`src/rtl/gf2m_pkg.sv`:
```
// gf2m_pkg: shared mode/state encodings and default field parameters
package gf2m_pkg;
  localparam int M_DEF = 8;
  localparam logic [7:0] POLY_DEF = 8'h1D;
  typedef enum logic [1:0] {
    MODE_MUL = 2'b00,
    MODE_INV = 2'b01,
    MODE_DIV = 2'b10,
    MODE_SQR = 2'b11
  } mode_e;
  typedef enum logic [1:0] {IDLE, EXP, DONE} state_e;
endpackage

```
`src/rtl/gf2m_mul.sv`:
```
// gf2m_mul: combinational GF(2^M) multiply, shift-and-add with reduction by POLY
module gf2m_mul
  import gf2m_pkg::*;
#(
  parameter int M = M_DEF,
  parameter logic [M-1:0] POLY = M'(POLY_DEF)
) (
  input  logic [M-1:0] a,
  input  logic [M-1:0] b,
  output logic [M-1:0] p
);
  logic [M-1:0] t;
  // accumulate a*x^i for each set bit of b, reducing a*x^i as it is shifted up
  always_comb begin
    p = '0;
    t = a;
    for (int i = 0; i < M; i++) begin
      p = p ^ (b[i] ? t : '0);
      t = {t[M-2:0], 1'b0} ^ (t[M-1] ? POLY : '0);
    end
  end
endmodule

```
`src/rtl/gf2m_arith_unit.sv`:
```
// gf2m_arith_unit: GF(2^M) MUL/SQR in one cycle, INV/DIV by square-and-multiply over M-1 cycles
module gf2m_arith_unit
  import gf2m_pkg::*;
#(
  parameter int M = M_DEF,
  parameter logic [M-1:0] POLY = M'(POLY_DEF)
) (
  input  logic         clk,
  input  logic         rst,
  input  logic         in_valid,
  output logic         in_ready,
  input  logic [1:0]   in_mode,
  input  logic [M-1:0] in_x,
  input  logic [M-1:0] in_y,
  output logic         out_valid,
  input  logic         out_ready,
  output logic [M-1:0] out_z,
  output logic         out_dz
);
  localparam int CW = $clog2(M);
  state_e state, nxt;
  logic [M-1:0] acc, sq, ma, mb, sa, p0, p1;
  logic [CW-1:0] cnt;
  logic dz, idle, accept, direct;
  assign idle      = state == IDLE;
  assign in_ready  = idle;
  assign out_valid = state == DONE;
  assign out_z     = acc;
  assign out_dz    = dz;
  assign accept    = idle && in_valid;
  assign direct    = in_mode == MODE_MUL || in_mode == MODE_SQR;
  // in IDLE the multipliers see the request operands, otherwise the running acc/sq
  assign ma = idle ? in_x : acc;
  assign mb = idle ? in_y : sq;
  assign sa = idle ? in_y : sq;
  gf2m_mul #(.M(M), .POLY(POLY)) u_mul_acc (.a(ma), .b(mb), .p(p0));
  gf2m_mul #(.M(M), .POLY(POLY)) u_mul_sq  (.a(sa), .b(sa), .p(p1));
  // state register
  always_ff @(posedge clk or posedge rst) begin
    if (rst) state <= IDLE;
    else state <= nxt;
  end
  // next state: direct ops finish at once, INV/DIV iterate until cnt reaches 1
  always_comb begin
    nxt = accept ? (direct ? DONE : EXP) :
          (state == EXP && cnt == CW'(1)) ? DONE :
          (state == DONE && out_ready) ? IDLE : state;
  end
  // datapath: load on acceptance, then acc*=sq, sq=sq^2 each EXP cycle giving x*y^(2^M-2)
  always_ff @(posedge clk or posedge rst) begin
    if (rst) begin
      acc <= '0;
      sq  <= '0;
      cnt <= '0;
      dz  <= 1'b0;
    end else if (accept) begin
      acc <= in_mode == MODE_MUL ? p0 : in_mode == MODE_SQR ? p1 : in_mode == MODE_INV ? M'(1) : in_x;
      sq  <= p1;
      cnt <= CW'(M - 1);
      dz  <= !direct && in_y == '0;
    end else if (state == EXP) begin
      acc <= p0;
      sq  <= p1;
      cnt <= cnt - CW'(1);
    end
  end
endmodule

```
`config.mk`:
```
export PLATFORM = sky130hd
export DESIGN_NAME = gf2m_arith_unit
export DESIGN_NICKNAME = d
export VERILOG_FILES = /design/src/rtl/gf2m_pkg.sv /design/src/rtl/gf2m_mul.sv /design/src/rtl/gf2m_arith_unit.sv
export SDC_FILE = /design/constraint.sdc
export NUM_CORES = 1
export LEC_CHECK = 0
export ABC_AREA = 1
export CORE_AREA = 8 8 89 131
export DETAILED_ROUTE_END_ITERATION = 12
export DIE_AREA = 0 0 97 139
export GPL_ROUTABILITY_DRIVEN = 0
export GPL_TIMING_DRIVEN = 0
export PLACE_DENSITY = 0.75
export SLEW_MARGIN = 30
export SYNTH_ARGS = -nofsm -noshare
export SYNTH_HDL_FRONTEND = slang
export SYNTH_HIERARCHICAL = 1
export SYNTH_SLANG_ARGS = --single-unit
```
`constraint.sdc`:
```
create_clock -name clk -period 6.2 [get_ports clk]
set_input_delay 0.62 -clock clk [delete_from_list [all_inputs] [get_ports clk]]
set_output_delay 0.62 -clock clk [all_outputs]
set_load 0.005 [all_outputs]
```
==> impl_metrics.env, run 1 <==
export IMPL_cts_made_buffers=3
export IMPL_crit_family="simple AND/OR/NAND/NOR gates"
export IMPL_max_stage_delay_ns=0.62
export IMPL_insertedDiodeCount=0
export IMPL_yosys_area_share_adder=0.01319
export IMPL_yosysSeqAreaShare=0.1161
export IMPL_std_cell_rows=45
export IMPL_critPathBufInv=6
export IMPL_cpMaxStageDelayCell="a21oi_2"
export IMPL_yosysTopAreaCellShare=0.2667
export IMPL_die_w_um=97
export IMPL_slew_limit_headroom=0.4318
export IMPL_viasPerCell=5.017
export IMPL_dpl_hpwl_mm=10.35
export IMPL_maxCapViolations=0
export IMPL_clkLatencyLatePin_ns=0.26
export IMPL_cp_end_kind="flop"
export IMPL_rrSetupSlack_ns=2.73
export IMPL_nFillCells=1040
export IMPL_hp_class="reg2reg"
export IMPL_grt_pass1_wl_mm=21.71
export IMPL_netlist_area_um2=4743
export IMPL_setup_violations_final=0
export IMPL_synth_top_family_by_area="simple AND/OR/NAND/NOR gates"
export IMPL_tightestPinTransition_ns=0.8522
export IMPL_skew_ns=0.004828
export IMPL_synth_area_leader_cell="nand2_1"
export IMPL_synth_compound_area_frac=0.03245
export IMPL_fin_setup_tns_ns=0
export IMPL_root_buffer="clkbuf_16"
export IMPL_utilization=0.5444
export IMPL_antenna_found_initial=0
export IMPL_num_vias=5002
export IMPL_cts_hold_buffers=0
export IMPL_ant_nets=0
export IMPL_crit_path_frequent_cell="nand2_1"
export IMPL_min_period_over_period=0.5597
export IMPL_area_growth_pct=13.08
export IMPL_port_buffers=32
export IMPL_synth_avg_cell_area_um2=5.633
export IMPL_cp_required_ns=6.40
export IMPL_ys_warnings_count=6
export IMPL_fmax_mhz=288.2
export IMPL_crit_type="reg2reg"
export IMPL_synth_cells=842
export IMPL_ys_seq_elements=22
export IMPL_io_pins=33
export IMPL_yosys_area_share_simple=0.5508
export IMPL_path_clk_slew_ns=0.06
export IMPL_cts_path_max_buffers=2
export IMPL_final_min_clock_period_ns=3.470
export IMPL_drcViolationCount=0
export IMPL_synth_distinct_cells=31
export IMPL_grtUsageTotal=0.1880
export IMPL_syn_num_nets=869
export IMPL_core_um2=9853
export IMPL_firstDrtPassIters=4
export IMPL_synthTopCellsByArea="nand2_1 (27%), dfrtp_1 (12%), inv_1 (8.8%)"
export IMPL_die_area_um2=13480
export IMPL_cts_htree_levels=1
export IMPL_slew_violations=0
export IMPL_cts_sinks=22
export IMPL_postPlaceCellArea_um2=5259
export IMPL_critPathLaunchType="flop"
export IMPL_fin_area_um2=5364
export IMPL_cp_arrival_ns=3.67
export IMPL_drt_initial_drc_count=193
export IMPL_wl_mm=12.84
export IMPL_hold_viol_final=0
export IMPL_drive_above_1_share=0.1511
export IMPL_rsz0062_at_grt="no"
export IMPL_worstPathCellList="nor2_8 > buf_6 > nor2_1 > a21oi_2 > inv_2 > nand2_4 > nand2_1 > nand2_1 > nand2_2 > inv_2 > nand2_2 > xnor2_2 > inv_1 > nand2_1 > nand2_1 > nand2_1 > inv_1 > nor2_1 > nand2_1 > inv_1 > a21oi_1 > nand2_1 > nand3_2 > nand2_1"
export IMPL_cts_resized=0
export IMPL_synth_xor_area_share=0.1314
export IMPL_crit_fanout=13
export IMPL_die_h_um=139
export IMPL_start_util=0.4814
export IMPL_cts_tree="done"
export IMPL_first_global_vias=4638
export IMPL_postCtsSetupRepairBufs=0
export IMPL_grt_max_degree=23
export IMPL_grt_ovfl_total=0
export IMPL_routedWlPerCell_um=12.87
export IMPL_num_nets_final=908
export IMPL_status="finished clean"
export IMPL_synthMuxAreaShare=0.01899
[cells in the mapped netlist]
master	n
nand2_1	337
inv_1	111
nand3_1	79
nor2_1	67
xor2_1	32
nand2_2	31
xnor2_1	28
dfrtp_1	22
nand3_2	19
a21oi_1	15
inv_2	15
nand2_4	12
o21ai_0	11
buf_6	9
mux2_2	8
buf_2	6
nor2_2	6
xnor2_2	6
ha_1	5
nand4_1	5
nand3b_1	4
buf_4	2
inv_8	2
nand2_8	2
o21ai_1	2
inv_6	1
nand3b_2	1
nor2_4	1
nor2_8	1
o211ai_1	1
o22ai_1	1
[worst register-to-register path: stages (launching register included)]
cell	delay [ns]
dfrtp_1	0.45
nor2_8	0.26
buf_6	0.19
nor2_1	0.06
a21oi_2	0.62
inv_2	0.21
nand2_4	0.13
nand2_1	0.07
nand2_1	0.08
nand2_2	0.08
inv_2	0.11
nand2_2	0.07
xnor2_2	0.17
inv_1	0.06
nand2_1	0.05
nand2_1	0.06
nand2_1	0.06
inv_1	0.03
nor2_1	0.18
nand2_1	0.10
inv_1	0.10
a21oi_1	0.05
nand2_1	0.10
nand3_2	0.06
nand2_1	0.05
[path summary, 6_finish.rpt]
check / start / endpoint / cells past startpoint
setup / recovery: state[1] / out_z[2] / 24
hold reg to reg: sq[3] / sq[3] / 2
hold / removal: sq[3] / sq[3] / 2
min in group asynchronous: rst / cnt[0] / 2
max in group asynchronous: rst / out_z[2] / 2
setup reg to reg: state[1] / out_z[2] / 24
[stage by stage]
stage	hold slack, ns	setup WS, ns	cells
after floorplan	0.4380	3.067	842
after global placement	0.4506	1.950	991
after detailed placement	0.4587	2.499	993
after CTS	0.4753	2.742	997
after global routing	0.4867	2.387	997
final	0.4737	2.730	997
[cell usage in the layout, fill, tap and decap left out, types with 2 or more instances in the layout]
cell	instances
buf_2	6
xnor2_2	6
nand2_4	12
xor2_1	32
nand2_1	337
nand3_1	79
ha_1	5
nand2_8	2
nor2_2	6
xnor2_1	28
nand3b_1	4
inv_1	110
a21oi_2	4
a21oi_1	10
clkbuf_16	3
nand3_2	19
buf_6	11
dfrtp_1	22
inv_2	15
nand4_1	5
nor2_1	67
buf_4	2
clkdlybuf4s50_1	32
mux2_2	8
o21ai_0	10
nand2_2	31
inv_8	2
o21ai_1	3
[logic make-up (layout without fill, tap and decap cells)]
kind of cell | Yosys count | in the layout
xor gates and xnor gates | 66 | 66
DFF | 22 | 22
AOI/OAI and AO/OA | 30 | 30
buffers and inverters | 146 | 184
and+or+nand+nor | 565 | 565
muxes | 8 | 8
adders and majority gates | 5 | 5
[state kept, by name (all words and copies together) (netlist names)]
name,flops
sq,8
cnt,3
out_dz,1
state,2
out_z,8
[per-layer routing]
metal,track usage,vias to the layer above,wire length (µm)
li1,-,2635,-
met1,0.2066,2232,5353
met2,0.3559,115,6700
met3,0.02244,20,547
met4,0.06509,0,234
met5,0,-,0
[final cells by class]
class,count,area (µm²),area share
inverter,129,504.2,0.09401
sequential,22,550.5,0.1026
clock buffer,3,75.07,0.01400
multi-input combinational,674,3568,0.6653
timing repair buffer,34,342.8,0.06391
clock inverter,1,30.03,0.005598
tap,117,146.4,0.02729
buffer,17,146.4,0.02729
Power of run 1 is not shown: default switching activity piles up to over one toggle a cycle in this logic, so the estimate is an artifact.
==> run 2: changes to the inputs <==
==> constraint.sdc (replaced) <==
create_clock -name clk -period 3.4 [get_ports clk]
set_input_delay 0.34 -clock clk [delete_from_list [all_inputs] [get_ports clk]]
set_output_delay 0.34 -clock clk [all_outputs]
set_load 0.005 [all_outputs]
==> impl_metrics.env, run 2 (synthesis gave the netlist of run 1 again) <==
export IMPL_area_growth_pct=15.88
export IMPL_mostFrequentLayoutCell="nand2_1"
export IMPL_crit_path_frequent_cell="nand2_1"
export IMPL_tightestPinTransition_ns=0.8186
export IMPL_grt_use_met2=0.3569
export IMPL_cts_path_max_buffers=2
export IMPL_start_util=0.4814
export IMPL_grtUsageMet3=0.02145
export IMPL_wl_mm=13.08
export IMPL_crit_fanout=10
export IMPL_dp_slack_ns=-0.03750
export IMPL_cp_required_ns=3.59
export IMPL_slew_limit_headroom=0.4509
export IMPL_firstDrtPassIters=6
export IMPL_final_cell_mix="nand2_1 (337), inv_1 (110), nand3_1 (79)"
export IMPL_worst_slack_ns=0.3746
export IMPL_std_cell_rows=45
export IMPL_use_met1=0.2083
export IMPL_first_global_vias=4637
export IMPL_grtUsageTotal=0.1885
export IMPL_holdWs_ns=0.4396
export IMPL_grt_pass1_wl_mm=21.78
export IMPL_cts_sinks=22
export IMPL_hp_class="in2async"
export IMPL_die_w_um=97
export IMPL_crit_type="reg2reg"
export IMPL_setup_violations_final=0
export IMPL_skew_ns=0.004355
export IMPL_instances_no_fill=1007
export IMPL_cp_arrival_ns=3.22
export IMPL_cpMaxStageDelayCell="dfrtp_1"
export IMPL_dpl_hpwl_mm=10.35
export IMPL_slew_violations=0
export IMPL_grt_max_degree=23
export IMPL_clkLatencyLatePin_ns=0.26
export IMPL_rsz0062_at_grt="no"
export IMPL_die_h_um=139
export IMPL_grt_busiest_layer="met2"
export IMPL_ant_nets=0
export IMPL_drcViolationCount=0
export IMPL_root_buffer="clkbuf_16"
export IMPL_routedWlPerCell_um=12.99
export IMPL_min_period_over_period=0.8898
export IMPL_dp_cells=993
export IMPL_insertedDiodeCount=0
export IMPL_max_stage_delay_ns=0.47
export IMPL_io_pins=33
export IMPL_antenna_found_initial=0
export IMPL_cts_made_buffers=3
export IMPL_num_nets_final=918
export IMPL_cts_htree_levels=1
export IMPL_grt_ovfl_total=0
export IMPL_port_buffers=32
export IMPL_status="finished clean"
export IMPL_die_area_um2=13480
export IMPL_drt_initial_drc_count=202
export IMPL_cp_end_kind="flop"
export IMPL_fmax_mhz=330.5
export IMPL_hold_viol_final=0
export IMPL_final_min_clock_period_ns=3.025
export IMPL_cts_tree="done"
export IMPL_core_um2=9853
export IMPL_fin_area_um2=5497
export IMPL_postPlaceCellArea_um2=5259
export IMPL_num_vias=5058
export IMPL_viasPerCell=5.023
export IMPL_maxCapViolations=0
export IMPL_critPathLaunchType="flop"
export IMPL_path_clk_slew_ns=0.06
export IMPL_drive_above_1_share=0.1629
[run 2: per-stage QoR]
| step | TNS, ns | util |
|---|---|---|
| final | 0 | 0.5578 |
| after global placement | -7.097 | 0.5288 |
| after detailed placement | -0.03750 | 0.5337 |
| after floorplan | 0 | - |
| after global routing | 0 | 0.5578 |
| after CTS | 0 | 0.5459 |
[run 2: timing repair]
action	4_1_cts	5_1_grt
pin swaps	0	1
endpoints found under the setup margin	2	11
buffers inserted	0	10
hold buffers	0	0
resized for setup	2	10
[run 2: layout make-up]
type | count | area [µm²]
plain buffers | 17 | 157.7
clock buffers | 3 | 75.07
clock inverters | 1 | 30.03
fillers | 1014 | 4357
inverters | 129 | 504.2
multi-input cells | 674 | 3602
flip-flops and latches | 22 | 550.5
well taps | 117 | 146.4
repair buffers | 44 | 430.4
[run 2: worst max-delay path, delay by kind of cell, from the launching register on]
kind / cells / cell delay, ns
buffers and inverters: 5 / 0.52
flip-flops: 1 / 0.47
AND/OR/NAND/NOR: 18 / 1.69
AO/OA/AOI/OAI: 2 / 0.27
[run 2: routing by layer]
metal	part of all wire	vias up	routed length [µm]
li1	-	2655	-
met2	0.52	126	6779
met5	0	-	0
met1	0.41	2240	5376
met3	0.043	37	565
met4	0.027	0	359
[run 2: final timing paths]
| path | startpoint | endpoint | slack [ns] | cells after the start |
|---|---|---|---|---|
| worst max-delay path | state[0] | out_z[4] | 0.37 | 25 |
| worst min-delay path | rst | cnt[0] | 0.44 | 2 |
| worst max register to register | state[0] | out_z[4] | 0.37 | 25 |
| worst min register to register | sq[3] | sq[3] | 0.47 | 2 |
| max in group asynchronous | rst | out_z[4] | 2.57 | 2 |
| min in group clk | sq[3] | sq[3] | 0.47 | 2 |
Power of run 2 is left out for the same reason.
==> variant 1: new RTL, config.mk and constraints of run 2 <==
Register the input `in_mode` before use, without a reset. The logic sees it one clock later. The other inputs are not delayed to match.
--- a/src/rtl/gf2m_arith_unit.sv
+++ b/src/rtl/gf2m_arith_unit.sv
@@ -19,4 +19,11 @@
 );
   localparam int CW = $clog2(M);
+
+  logic [1:0] in_mode_q;
+
+  always_ff @(posedge clk) begin
+    in_mode_q <= in_mode;
+  end
+
   state_e state, nxt;
   logic [M-1:0] acc, sq, ma, mb, sa, p0, p1;
@@ -29,5 +36,5 @@
   assign out_dz    = dz;
   assign accept    = idle && in_valid;
-  assign direct    = in_mode == MODE_MUL || in_mode == MODE_SQR;
+  assign direct    = in_mode_q == MODE_MUL || in_mode_q == MODE_SQR;
   // in IDLE the multipliers see the request operands, otherwise the running acc/sq
   assign ma = idle ? in_x : acc;
@@ -55,5 +62,5 @@
       dz  <= 1'b0;
     end else if (accept) begin
-      acc <= in_mode == MODE_MUL ? p0 : in_mode == MODE_SQR ? p1 : in_mode == MODE_INV ? M'(1) : in_x;
+      acc <= in_mode_q == MODE_MUL ? p0 : in_mode_q == MODE_SQR ? p1 : in_mode_q == MODE_INV ? M'(1) : in_x;
       sq  <= p1;
       cnt <= CW'(M - 1);
Formal check against the unedited RTL: not equivalent (a bounded check fails within 4 cycles, from zero or initial values and one cycle with rst high).
==> variant 1 against run 2 <==
Final area down 0.52%. Wire length increased by 0.15%. Hold slack better by 7.5 ps. Area after synthesis grew 0.47%. Setup slack lost 110 ps. Sequential cell count increased by 2. Critical path type unchanged.
Power is left out: the tool's default activity adds up to more than one toggle a clock period on the data nets, which glitch-free logic cannot reach.
==> variant 1: results (changes against run 2) <==
metric	value	unit	change
drt_iter0_drc	270		was 202
ys_seq_area_frac	0.124		was 0.116
drive_gt1_frac	0.160		was 0.163
min_path_type	input port to async pin		unchanged
antenna_found_initial	0		unchanged
path_clk_slew	60	ps	about the same
arrival	3290	ps	was 3220 ps
grt_usage	0.189		about the same
cts_max_level	1		unchanged
post-dp-hpwl	10500	um	was 10400 um
synthDistinctLibCells	31		unchanged
status	finished clean		unchanged
yosysWarnings	6		unchanged
cp_max_fo	11		was 10
nFillCells	1001		was 1014
grt_pass1_wl	21700	um	was 21800 um
root_buffer	clkbuf_16		unchanged
synth-xor-area-share	0.131		about the same
finClkSkew	3.39	ps	was 4.35 ps
cts-buffers-inserted	3		unchanged
ys_async_sr_fraction	0.917		was 1.00
insertion_delay	260	ps	about the same
nets	917		was 918
grt_max_degree	23		unchanged
ys.flop_type	dfrtp_1		unchanged
port_buffers	32		unchanged
synth_common_cells	336 x nand2_1, 112 x inv_1, 76 x nand3_1		was 337 x nand2_1, 111 x inv_1, 79 x nand3_1
slew_violations	0		unchanged
synth.area.mux_share	0.0189		was 0.0190
diodes	0		unchanged
synth-compound-area-share	0.0344		was 0.0324
totalWireLength	13100	um	about the same
synth_top_cells_by_area	nand2_1 26%, dfrtp_1 12%, inv_1 8.8%		was nand2_1 27%, dfrtp_1 12%, inv_1 8.8%
grt_pass1_vias	4694		was 4637
synth_fa_ha_area_frac	0.0131		was 0.0132
slew_headroom	0.441		was 0.451
dr.pass1.iters	5		was 6
cts.path.max_buffers	2		unchanged
via_count	5071		was 5058
synthesis.nets	871		was 869
==> variant 1: worst max-delay path, stage by stage, from the launching register on <==
cell,delay [ps]
dfrtp_1,450
nor2_8,240
mux2_2,500
buf_6,210
inv_8,90
nand2_4,60
nand2_2,60
nand2_2,60
nand2_2,110
nand2_1,60
nand2_1,190
nand2_1,110
nand3_1,110
nand2_1,60
nand2_1,70
nand2_1,50
nand2_1,50
nand2_1,70
nand2_1,80
inv_1,40
a21oi_1,120
nand2_1,100
nand3_2,80
nand2_1,50
==> variant 1: cell type report <==
type	instances	area (sq um)	share of cell area
inverter	129	499	0.0913
tap	117	146	0.0268
sequential	24	591	0.108
timing repair buffer	41	410	0.0751
clock buffer	4	78.8	0.0144
buffer	18	158	0.0288
multi-input combinational	673	3580	0.656
==> variant 1: stage by stage <==
step	utilization	instance area (sq um)	setup slack (ps)	instances
2_1_floorplan	-	4770	120	844
3_3_place_gp	0.531	5230	-1220	993
3_5_place_dp	0.538	5300	-148	997
4_1_cts	0.547	5390	21.9	1001
5_1_grt	0.555	5470	-5.03	1006
6_report	0.555	5470	267	1006
==> variant 1: what timing repair did <==
action | 4_1_cts | 5_1_grt
setup buffers | 0 | 5
gates resized for setup | 2 | 11
endpoints found under the setup margin | 8 | 10
hold buffers | 0 | 0
cloned | 0 | 0
==> variant 1: kinds of logic (layout without fill, tap and decap cells) <==
| group | Yosys count | in the layout |
|---|---|---|
| muxes | 8 | 8 |
| DFF | 24 | 24 |
| xor gates and xnor gates | 66 | 66 |
| and+or+nand+nor | 562 | 562 |
| buffers and inverters | 147 | 192 |
| AOI/OAI and AO/OA | 32 | 32 |
| adders and majority gates | 5 | 5 |
==> variant 1: worst paths after layout <==
kind	from	end	slack [ps]	cells after the start
worst max-delay path	state[1]	out_z[5]	270	23
worst min-delay path	rst	cnt[2]	450	2
worst max register to register	state[1]	out_z[5]	270	23
worst min register to register	sq[5]	sq[5]	480	2
max in group asynchronous	rst	out_z[4]	2560	2
min in group clk	sq[5]	sq[5]	480	2
==> variant 1: per-layer routing <==
| metal | part of all wire | GRT usage |
|---|---|---|
| met1 | 0.39 | 0.201 |
| met2 | 0.52 | 0.356 |
| met3 | 0.033 | 0.0150 |
| met4 | 0.054 | 0.105 |
| met5 | 0 | 0 |
==> variant 2: new RTL, config.mk and constraints of run 2 <==
Without the edit above. Change the package constant `M_DEF` from 8 to 4.
--- a/src/rtl/gf2m_pkg.sv
+++ b/src/rtl/gf2m_pkg.sv
@@ -1,5 +1,5 @@
 // gf2m_pkg: shared mode/state encodings and default field parameters
 package gf2m_pkg;
-  localparam int M_DEF = 8;
+  localparam int M_DEF = 4;
   localparam logic [7:0] POLY_DEF = 8'h1D;
   typedef enum logic [1:0] {
Interface: changed (resized in_x, in_y and out_z); port bits go from 33 to 21. The function was not compared with the original's and may differ.
==> variant 2 against run 2 <==
Sequential share of layout area up 4.8 points. Setup slack better by 370 ps. Final area down 60%. Area after synthesis down 63%. Wire length down 67%. Sequential cell count down 9.
Power is left out: it rests on default switching activity, and per cell area and clock period it moved more than threefold.
==> variant 2: results (changes against run 2) <==
metric	value	unit	change
status	finished clean		unchanged
nets	344		was 918
path_clk_slew	50	ps	
synthesis.nets	319		was 869
post-dp-hpwl	3490	um	was 10400 um
totalWireLength	4280	um	was 13100 um
reg2reg_depth	20		was 25
insertion_delay	240	ps	was 260 ps
tightest_slew	653	ps	was 819 ps
synth_enable_flop_cells	0		unchanged
vias_per_cell	4.05		was 5.02
grt_pass1_vias	1705		was 4637
diodes	0		unchanged
finClkSkew	1.56	ps	was 4.35 ps
arrival	2790	ps	was 3220 ps
post_cts_resized	0		was 2
dr.pass1.iters	4		was 6
critical-path-slowest-cell	dfrtp_1		unchanged
nFillCells	1087		was 1014
final.setup.worst_slack	742	ps	was 375 ps
synthDistinctLibCells	28		was 31
ys_seq_area_frac	0.183		was 0.116
ys_async_sr_fraction	1.00		unchanged
cts_max_level	1		unchanged
port_buffers	20		was 32
stdcell_count	442		was 1007
drt_iter0_drc	72		was 202
grt_usage	0.0632		was 0.189
grt_max_degree	21		was 23
place_ws	494	ps	was -37.5 ps
cts.path.max_buffers	2		unchanged
synth_common_cells	135 x nand2_1, 37 x inv_1, 30 x nand3_1		was 337 x nand2_1, 111 x inv_1, 79 x nand3_1
slowest_delay	430	ps	was 470 ps
reg2reg_to	out_z[2]		was out_z[4]
grt_pass1_wl	7510	um	was 21800 um
drive_gt1_frac	0.154		was 0.163
synth_top_cells_by_area	nand2_1 29%, dfrtp_1 18%, nand3_1 8.5%		was nand2_1 27%, dfrtp_1 12%, inv_1 8.8%
synthCells	301		was 842
## variant 2: through the flow
stage / instance area (sq um) / hold WS, ps
2_1_floorplan: 1780 / 217
3_3_place_gp: 2120 / 456
3_5_place_dp: 2120 / 459
4_1_cts: 2200 / 471
5_1_grt: 2200 / 500
6_report: 2200 / 451
## variant 2: how the worst max path moves through the flow
| stage | startpoint | end | cells after the start |
|---|---|---|---|
| global route | state[0] | out_z[2] | 20 |
| detailed placement | state[0] | out_z[2] | 19 |
| finish | state[0] | out_z[2] | 20 |
| global placement | state[0] | out_z[2] | 19 |
| floorplan | state[0] | out_z[2] | 19 |
| CTS | state[0] | out_z[2] | 19 |
## variant 2: area by class of cell
class | count | area, sq um | area share
Inverter | 43 | 166 | 0.0756
Clock buffer | 3 | 75.1 | 0.0341
Timing Repair Buffer | 20 | 200 | 0.0909
Tap cell | 117 | 146 | 0.0665
Multi-Input combinational cell | 239 | 1220 | 0.554
Sequential cell | 13 | 325 | 0.148
Buffer | 6 | 63.8 | 0.0290
Clock inverter | 1 | 5.00 | 0.00227
## variant 2: routing by layer
layer / routed length, um / track usage / vias to the layer above
met3: 100 / 0.00848 / 4
met2: 2320 / 0.125 / 30
li1: - / - / 968
met1: 1830 / 0.0658 / 790
met5: 0 / 0 / -
met4: 33 / 0.0187 / 0
## variant 2: logic make-up (layout without fill, tap and decap cells)
family / Yosys count / count (layout) / synth area share
buffers and inverters: 49 / 73 / 0.130
muxes: 6 / 6 / 0.0486
xor gates and xnor gates: 9 / 9 / 0.0529
DFF: 13 / 13 / 0.183
adders and majority gates: 4 / 4 / 0.0282
and+or+nand+nor: 207 / 207 / 0.514
AOI/OAI and AO/OA: 13 / 13 / 0.0430
